$ cat config.mk
export PLATFORM = sky130hd
export DESIGN_NAME = pc_1_to_n_feed_ctrl
export DESIGN_NICKNAME = d
export VERILOG_FILES = /design/src/rtl/pc_1_to_n_feed_ctrl.sv
export SDC_FILE = /design/constraint.sdc
export NUM_CORES = 1
export LEC_CHECK = 0
export CAP_MARGIN = 10
export CORE_ASPECT_RATIO = 0.9
export CORE_MARGIN = 1
export CORE_UTILIZATION = 45
export DETAILED_ROUTE_END_ITERATION = 8
export HOLD_SLACK_MARGIN = 0.15
export PLACE_DENSITY = 0.8
export SETUP_SLACK_MARGIN = 0.4
export SLEW_MARGIN = 20
export SYNTH_ARGS = -nofsm -noshare
export SYNTH_HDL_FRONTEND = slang
export SYNTH_SLANG_ARGS = --single-unit
$ cat constraint.sdc
create_clock -name i_clock -period 4.6 [get_ports i_clock]
set_input_delay 1.38 -clock i_clock [delete_from_list [all_inputs] [get_ports i_clock]]
set_output_delay 1.38 -clock i_clock [all_outputs]
set_load 0.05 [all_outputs]
$ cat src/rtl/pc_1_to_n_feed_ctrl.sv
// Feed controller in front of a 1-to-N converter: collects N_LANES tagged
// blocks per frame from a valid/ready source and, on flush, pads a partial
// frame out to completion with an idle block.
module pc_1_to_n_feed_ctrl #(
    parameter int                        NB_DATA_TAGGED = 67,
    parameter int                        N_LANES        = 20,
    parameter logic [NB_DATA_TAGGED-1:0] PAD_BLOCK      = {1'b0, 2'b10, 8'h1E, 56'h0},
    localparam int                       NB_INDEX       = $clog2(N_LANES)
) (
    input  logic                      i_clock,
    input  logic                      i_reset_n,
    input  logic                      i_enable,
    input  logic                      i_src_valid,
    input  logic [NB_DATA_TAGGED-1:0] i_src_data,
    output logic                      o_src_ready,
    input  logic                      i_dst_ready,
    input  logic                      i_flush,
    output logic                      o_conv_valid,
    output logic [NB_DATA_TAGGED-1:0] o_conv_data,
    output logic [NB_INDEX-1:0]       o_lane_index,
    output logic                      o_frame_start,
    output logic                      o_frame_done,
    output logic [NB_INDEX:0]         o_pad_count,
    output logic                      o_busy
);

    typedef enum logic [1:0] {
        IDLE,
        FILL,
        PAD
    } state_t;

    localparam logic [NB_INDEX-1:0] LAST_SLOT = NB_INDEX'(N_LANES - 1);

    state_t                    state_q;
    logic [NB_INDEX-1:0]       slot_q;        // slot of the next block to emit
    logic [NB_INDEX:0]         pads_q;        // pads emitted so far in this frame
    logic                      conv_valid_q;
    logic [NB_DATA_TAGGED-1:0] conv_data_q;
    logic [NB_INDEX-1:0]       lane_index_q;
    logic                      frame_start_q;
    logic                      frame_done_q;
    logic [NB_INDEX:0]         pad_count_q;

    logic src_ready_d;
    logic xfer_d;
    logic last_slot_d;

    // Source handshake: downstream readiness only gates the start of a frame.
    always_comb begin
        src_ready_d = 1'b0;
        if (i_enable) begin
            src_ready_d = ((state_q == IDLE) && i_dst_ready) || (state_q == FILL);
        end
        xfer_d      = i_src_valid && src_ready_d;
        last_slot_d = (slot_q == LAST_SLOT);
    end

    // Frame FSM with registered outputs; pulses clear every cycle, even when disabled.
    always_ff @(posedge i_clock or negedge i_reset_n) begin
        if (!i_reset_n) begin
            state_q       <= IDLE;
            slot_q        <= '0;
            pads_q        <= '0;
            conv_valid_q  <= 1'b0;
            conv_data_q   <= '0;
            lane_index_q  <= '0;
            frame_start_q <= 1'b0;
            frame_done_q  <= 1'b0;
            pad_count_q   <= '0;
        end else begin
            conv_valid_q  <= 1'b0;
            frame_start_q <= 1'b0;
            frame_done_q  <= 1'b0;
            if (i_enable) begin
                case (state_q)
                    IDLE: begin
                        if (xfer_d) begin
                            conv_valid_q  <= 1'b1;
                            conv_data_q   <= i_src_data;
                            lane_index_q  <= '0;
                            frame_start_q <= 1'b1;
                            slot_q        <= NB_INDEX'(1);
                            pads_q        <= '0;
                            state_q       <= FILL;
                        end
                    end
                    FILL: begin
                        // A transfer coinciding with flush is taken first; if it
                        // completes the frame the flush has nothing left to pad.
                        if (xfer_d) begin
                            conv_valid_q <= 1'b1;
                            conv_data_q  <= i_src_data;
                            lane_index_q <= slot_q;
                            if (last_slot_d) begin
                                frame_done_q <= 1'b1;
                                pad_count_q  <= pads_q;
                                slot_q       <= '0;
                                state_q      <= IDLE;
                            end else begin
                                slot_q <= slot_q + 1'b1;
                                if (i_flush) begin
                                    state_q <= PAD;
                                end
                            end
                        end else if (i_flush) begin
                            state_q <= PAD;
                        end
                    end
                    PAD: begin
                        conv_valid_q <= 1'b1;
                        conv_data_q  <= PAD_BLOCK;
                        lane_index_q <= slot_q;
                        if (last_slot_d) begin
                            frame_done_q <= 1'b1;
                            pad_count_q  <= pads_q + 1'b1;
                            slot_q       <= '0;
                            state_q      <= IDLE;
                        end else begin
                            slot_q <= slot_q + 1'b1;
                            pads_q <= pads_q + 1'b1;
                        end
                    end
                    default: begin
                        state_q <= IDLE;
                        slot_q  <= '0;
                    end
                endcase
            end
        end
    end

    assign o_src_ready   = src_ready_d;
    assign o_conv_valid  = conv_valid_q;
    assign o_conv_data   = conv_data_q;
    assign o_lane_index  = lane_index_q;
    assign o_frame_start = frame_start_q;
    assign o_frame_done  = frame_done_q;
    assign o_pad_count   = pad_count_q;
    assign o_busy        = (state_q != IDLE);

endmodule

After elaboration in Yosys (flattened, before gate mapping)
Index checks and enable logic that the tools add are counted.
Cells by class
  add/subtract/negate cells: 2
  multipliers: 0
  divide/modulo/power cells: 0
  magnitude comparators: 0
  eq/ne operators: 9
  shift-type cells: 0
  multiplexer cells: 32
  bitwise operators: 0
  reduce and logical (&&, ||, !) cells: 16
Operators with widths (number)
  67-bit one-hot mux with 2 select lines: 1
  67-bit 2-to-1 mux: 1
  6-bit 2-to-1 mux: 5
  5-bit one-hot mux with 3 select lines: 2
  5-bit 2-to-1 mux: 5
  6-bit one-hot mux with 2 select lines: 2
  2-bit 2-to-1 mux: 5
  2-bit inequality test, second input constant: 5
  3-bit AND reduction: 3
  1-bit 2-to-1 mux: 8
  4-bit AND reduction: 2
  2-bit nonzero test: 4
  6-bit by 1-bit adder with 6-bit output, second input constant: 1
  2-bit one-hot mux with 3 select lines: 1
  5-bit by 1-bit adder with 5-bit output, second input constant: 1
  5-bit == test, second input constant: 1
  5-bit AND reduction: 1
  1-bit one-hot mux with 2 select lines: 2
  3-bit nonzero test: 1
  2-bit by 1-bit == test with 1-bit output, second input constant: 1
  2-bit == test, second input constant: 1
  1-bit logical AND: 2
  2-bit zero test: 1
  2-bit by 1-bit inequality test with 1-bit output, second input constant: 1
  2 further kinds: 2
Storage, ports and cells
  flip-flop bits (word level): 94
  bits in latches: 0
  RAM bits: 0
  ROM bits: 0
  bits of input ports: 73
  output and inout port bits: 83
  logic and storage cells: 68
  memories: 0

Depth between registers and ports, before layout
  word-level depth: 8
  depth in mapped cells: 8
  gate-level depth less buffers: 6

Least setup slack after synthesis
No wires, ideal clock.
  path kind: in2out
  start point: input i_enable
  end point: output o_src_ready
  arrival time: 2.283 ns
  required time: 3.220 ns
  path slack: 0.937 ns
  stages on the path: 3
  path buffers: 1
  cell sequence: buf_2 -> inv_1 -> nor2_1
On the way
  cells in the longest elaborated chain, start to end: 1
RTL lines
  from (decl): RTL line 12  | input logic i_enable,
  1-bit 2-to-1 mux: RTL line 52  | if (i_enable) begin
  to (decl): RTL line 15  | output logic o_src_ready,
Every way passes these cells.

Worst setup path in the final report
  start point: input i_dst_ready
  end point: output o_src_ready
On the way
  cells in the longest elaborated chain, start to end: 3
RTL lines
  from (decl): RTL line 16  | input logic i_dst_ready,
  1-bit logical AND: RTL line 53  | src_ready_d = ((state_q == IDLE) && i_dst_ready) || (state_q == FILL);
  1-bit logical OR: RTL line 53
  1-bit 2-to-1 mux: RTL line 52
Every way passes these cells.

==> results.json <==
{
  "run_status": "complete, no violations",
  "yosysWarnings": 0,
  "syn_to_final_growth_pct": 43.22,
  "drt_iter0_markers": 186,
  "synth_top_flop_cell": "dfrtp_1",
  "setup_viol": 0,
  "path_clk_slew_ns": 0.08,
  "cp.required_ns": 3.22,
  "synth_cells": 374,
  "drive_gt1_frac": 0.1853,
  "synth-seq-cells": 94,
  "power_uw": 4949,
  "routedWlPerCell_um": 15.23,
  "final_nets": 606,
  "post_cts_buffers": 0,
  "cts-root-buf": "clkbuf_8",
  "drc_errors": 0,
  "grt.total_usage": 0.2012,
  "path_class": "input port to primary output",
  "overflow": 0,
  "row_count": 33,
  "synth_xor_area_frac": 0.007977,
  "die_width_um": 106.1,
  "drv_slew": 0,
  "path_cells": "clkdlybuf4s50_1, a21oi_1, nor2_1, buf_12",
  "dp_hpwl_um": 7112,
  "grt_max_degree": 47,
  "fin_crit_sh": 0.8198,
  "gp_congestion": 0.8461,
  "cap_viol_max_count": 0,
  "pin_count": 156,
  "place_area_um2": 6061,
  "worstMarginPinSlew_ns": 0.8995,
  "portBuffers": 155,
  "layout_common_cells": "153 x clkdlybuf4s50_1, 94 x dfrtp_1, 63 x mux2_2, 62 x nor2b_1, 21 x o21ai_0",
  "synth_fp_nets": 455,
  "die_h_um": 95.72,
  "vias": 3348,
  "fp.dieArea_um2": 10160,
  "cts_sinks": 94,
  "synthMuxAreaShare": 0.1672,
  "syn_area_um2": 4392,
  "fin_area_um2": 6290,
  "seq_area_frac_synth": 0.5356,
  "final_common_cell": "clkdlybuf4s50_1",
  "synth_top_family_by_area": "multiplexers",
  "relSlewSlack": 0.4003,
  "ff2ff_path_depth": 6,
  "synthSimpleGateAreaFrac": 0.1487,
  "clk_path_buf_depth": 2,
  "antenna_cells": 0,
  "cts_made_buffers": 9,
  "ant_nets": 0,
  "endpoint_kind": "primary output",
  "hold_depth": 2,
  "hold_buffers": 0,
  "avgSynthCellArea_um2": 11.74,
  "synthArstFlopShare": 1.000,
  "synth_cell_types": 43,
  "whs_ns": 0.4896,
  "rsz0062_at_grt": "no",
  "grt_pass1_wl_um": 16020,
  "core_area_um2": 9290,
  "synth_adder_area_share": 0.02279,
  "h-tree-depth": 3,
  "cp-start-kind": "input port",
  "worstHoldPathType": "flop to flop",
  "totalWireLength_um": 9917,
  "fin_skew_ns": 0.008400,
  "path_max_fanout": 3,
  "clk_latency_ns": 0.35,
  "cts_resized": 0,
  "first_global_vias": 3298,
  "worst_path_max_delay_cell": "clkdlybuf4s50_1",
  "antenna_found_initial": 0,
  "tns_ns": 0,
  "p_leak_uw": 0.002677,
  "synth-compound-area-share": 0.08604,
  "crit_arrival_ns": 2.39,
  "start_util": 0.4727,
  "fmax_mhz": 265.2,
  "pwr_density_cell_nw_per_um2": 786.8,
  "synth-edff-count": 0,
  "avgViaCountPerCell": 5.143,
  "hold_violations": 0,
  "peakVddDrop_v": 0.0004230,
  "cp_slowest_stage_delay_ns": 0.52,
  "firstDrtPassIters": 4,
  "cts_tree": "yes",
  "min_period_ns": 3.771
}
-- layer usage --
layer  up-vias  GRT usage  wire length, µm
met2       114     0.3479             4909
met4         0    0.04861              124
li1       1587          -                -
met1      1637     0.2529             4274
met5         -          0                0
met3        10    0.05416              609
-- cell type report --
type	count	area (µm²)
fillers	714	3000
flip-flops and latches	94	2352
multi-input cells	248	1903
repair buffers	163	1619
well taps	122	152.6
clock buffers	11	151.4
clock inverters	4	77.57
inverters	9	33.78
-- registers in the layout, summed over array words and instances, names as in the netlist --
name           flops
o_conv_data       67
o_conv_valid       1
o_frame_done       1
o_frame_start      1
o_lane_index       5
o_pad_count        6
pads_q             6
slot_q             5
state_q            2
-- per-stage QoR --
step | instances | setup slack (ns) | utilization
4_1_cts | 651 | 0.8330 | 0.6770
3_5_place_dp | 636 | 0.8404 | 0.6524
2_1_floorplan | 374 | 0.9374 | -
3_3_place_gp | 636 | 0.8565 | 0.6524
6_report | 651 | 0.8291 | 0.6770
5_1_grt | 651 | 0.7748 | 0.6770
-- final timing paths --
check                                    start              end  slack (ns)
worst max-delay path               i_dst_ready      o_src_ready        0.83
worst min-delay path            o_pad_count[0]   o_pad_count[0]        0.49
worst max register to register      state_q[0]        pads_q[0]        1.88
worst min register to register  o_pad_count[0]   o_pad_count[0]        0.49
max in group asynchronous            i_reset_n  o_conv_data[52]        2.86
min in group asynchronous            i_reset_n    o_frame_start        0.97
-- synth_stat cells (2+ instances only) --
master	instances	area [µm²]
o211ai_1	2	15.01
inv_1	9	33.78
a41oi_1	2	17.52
a31oi_1	8	50.05
a21oi_1	8	40.04
xor2_1	3	26.28
nand4_1	2	12.51
o21ai_0	21	105.1
nand2b_1	6	37.54
buf_2	9	45.04
ha_1	8	100.1
nand3_1	6	30.03
or2_2	2	12.51
mux2_2	63	709.4
dfrtp_1	94	2352
o31ai_1	3	22.52
nor2_1	12	45.04
nor3b_1	2	15.01
nand2_1	18	67.56
clkbuf_1	12	45.04
nor2b_1	62	387.9
-- kinds of logic after synthesis --
kind of cell / Yosys count
simple gates: 115
fa+ha+maj: 8
buf+inv: 32
xor+xnor: 4
compound gates: 56
flops: 94
mux: 65
-- where the power goes --
part | switching (µW) | internal [µW] | total, µW | leakage [µW]
registers | 218 | 1180 | 1400 | 0.00118
clock network | 285 | 337 | 623 | 0.000116
logic | 1830 | 1090 | 2930 | 0.00138
-- worst max-delay path: cells and delay by family --
| family | cells | cell delay, ns |
|---|---|---|
| simple gates | 1 | 0.21 |
| buf+inv | 2 | 0.69 |
| compound gates | 1 | 0.11 |
No activity file was read; power rests on OpenSTA's default activity.
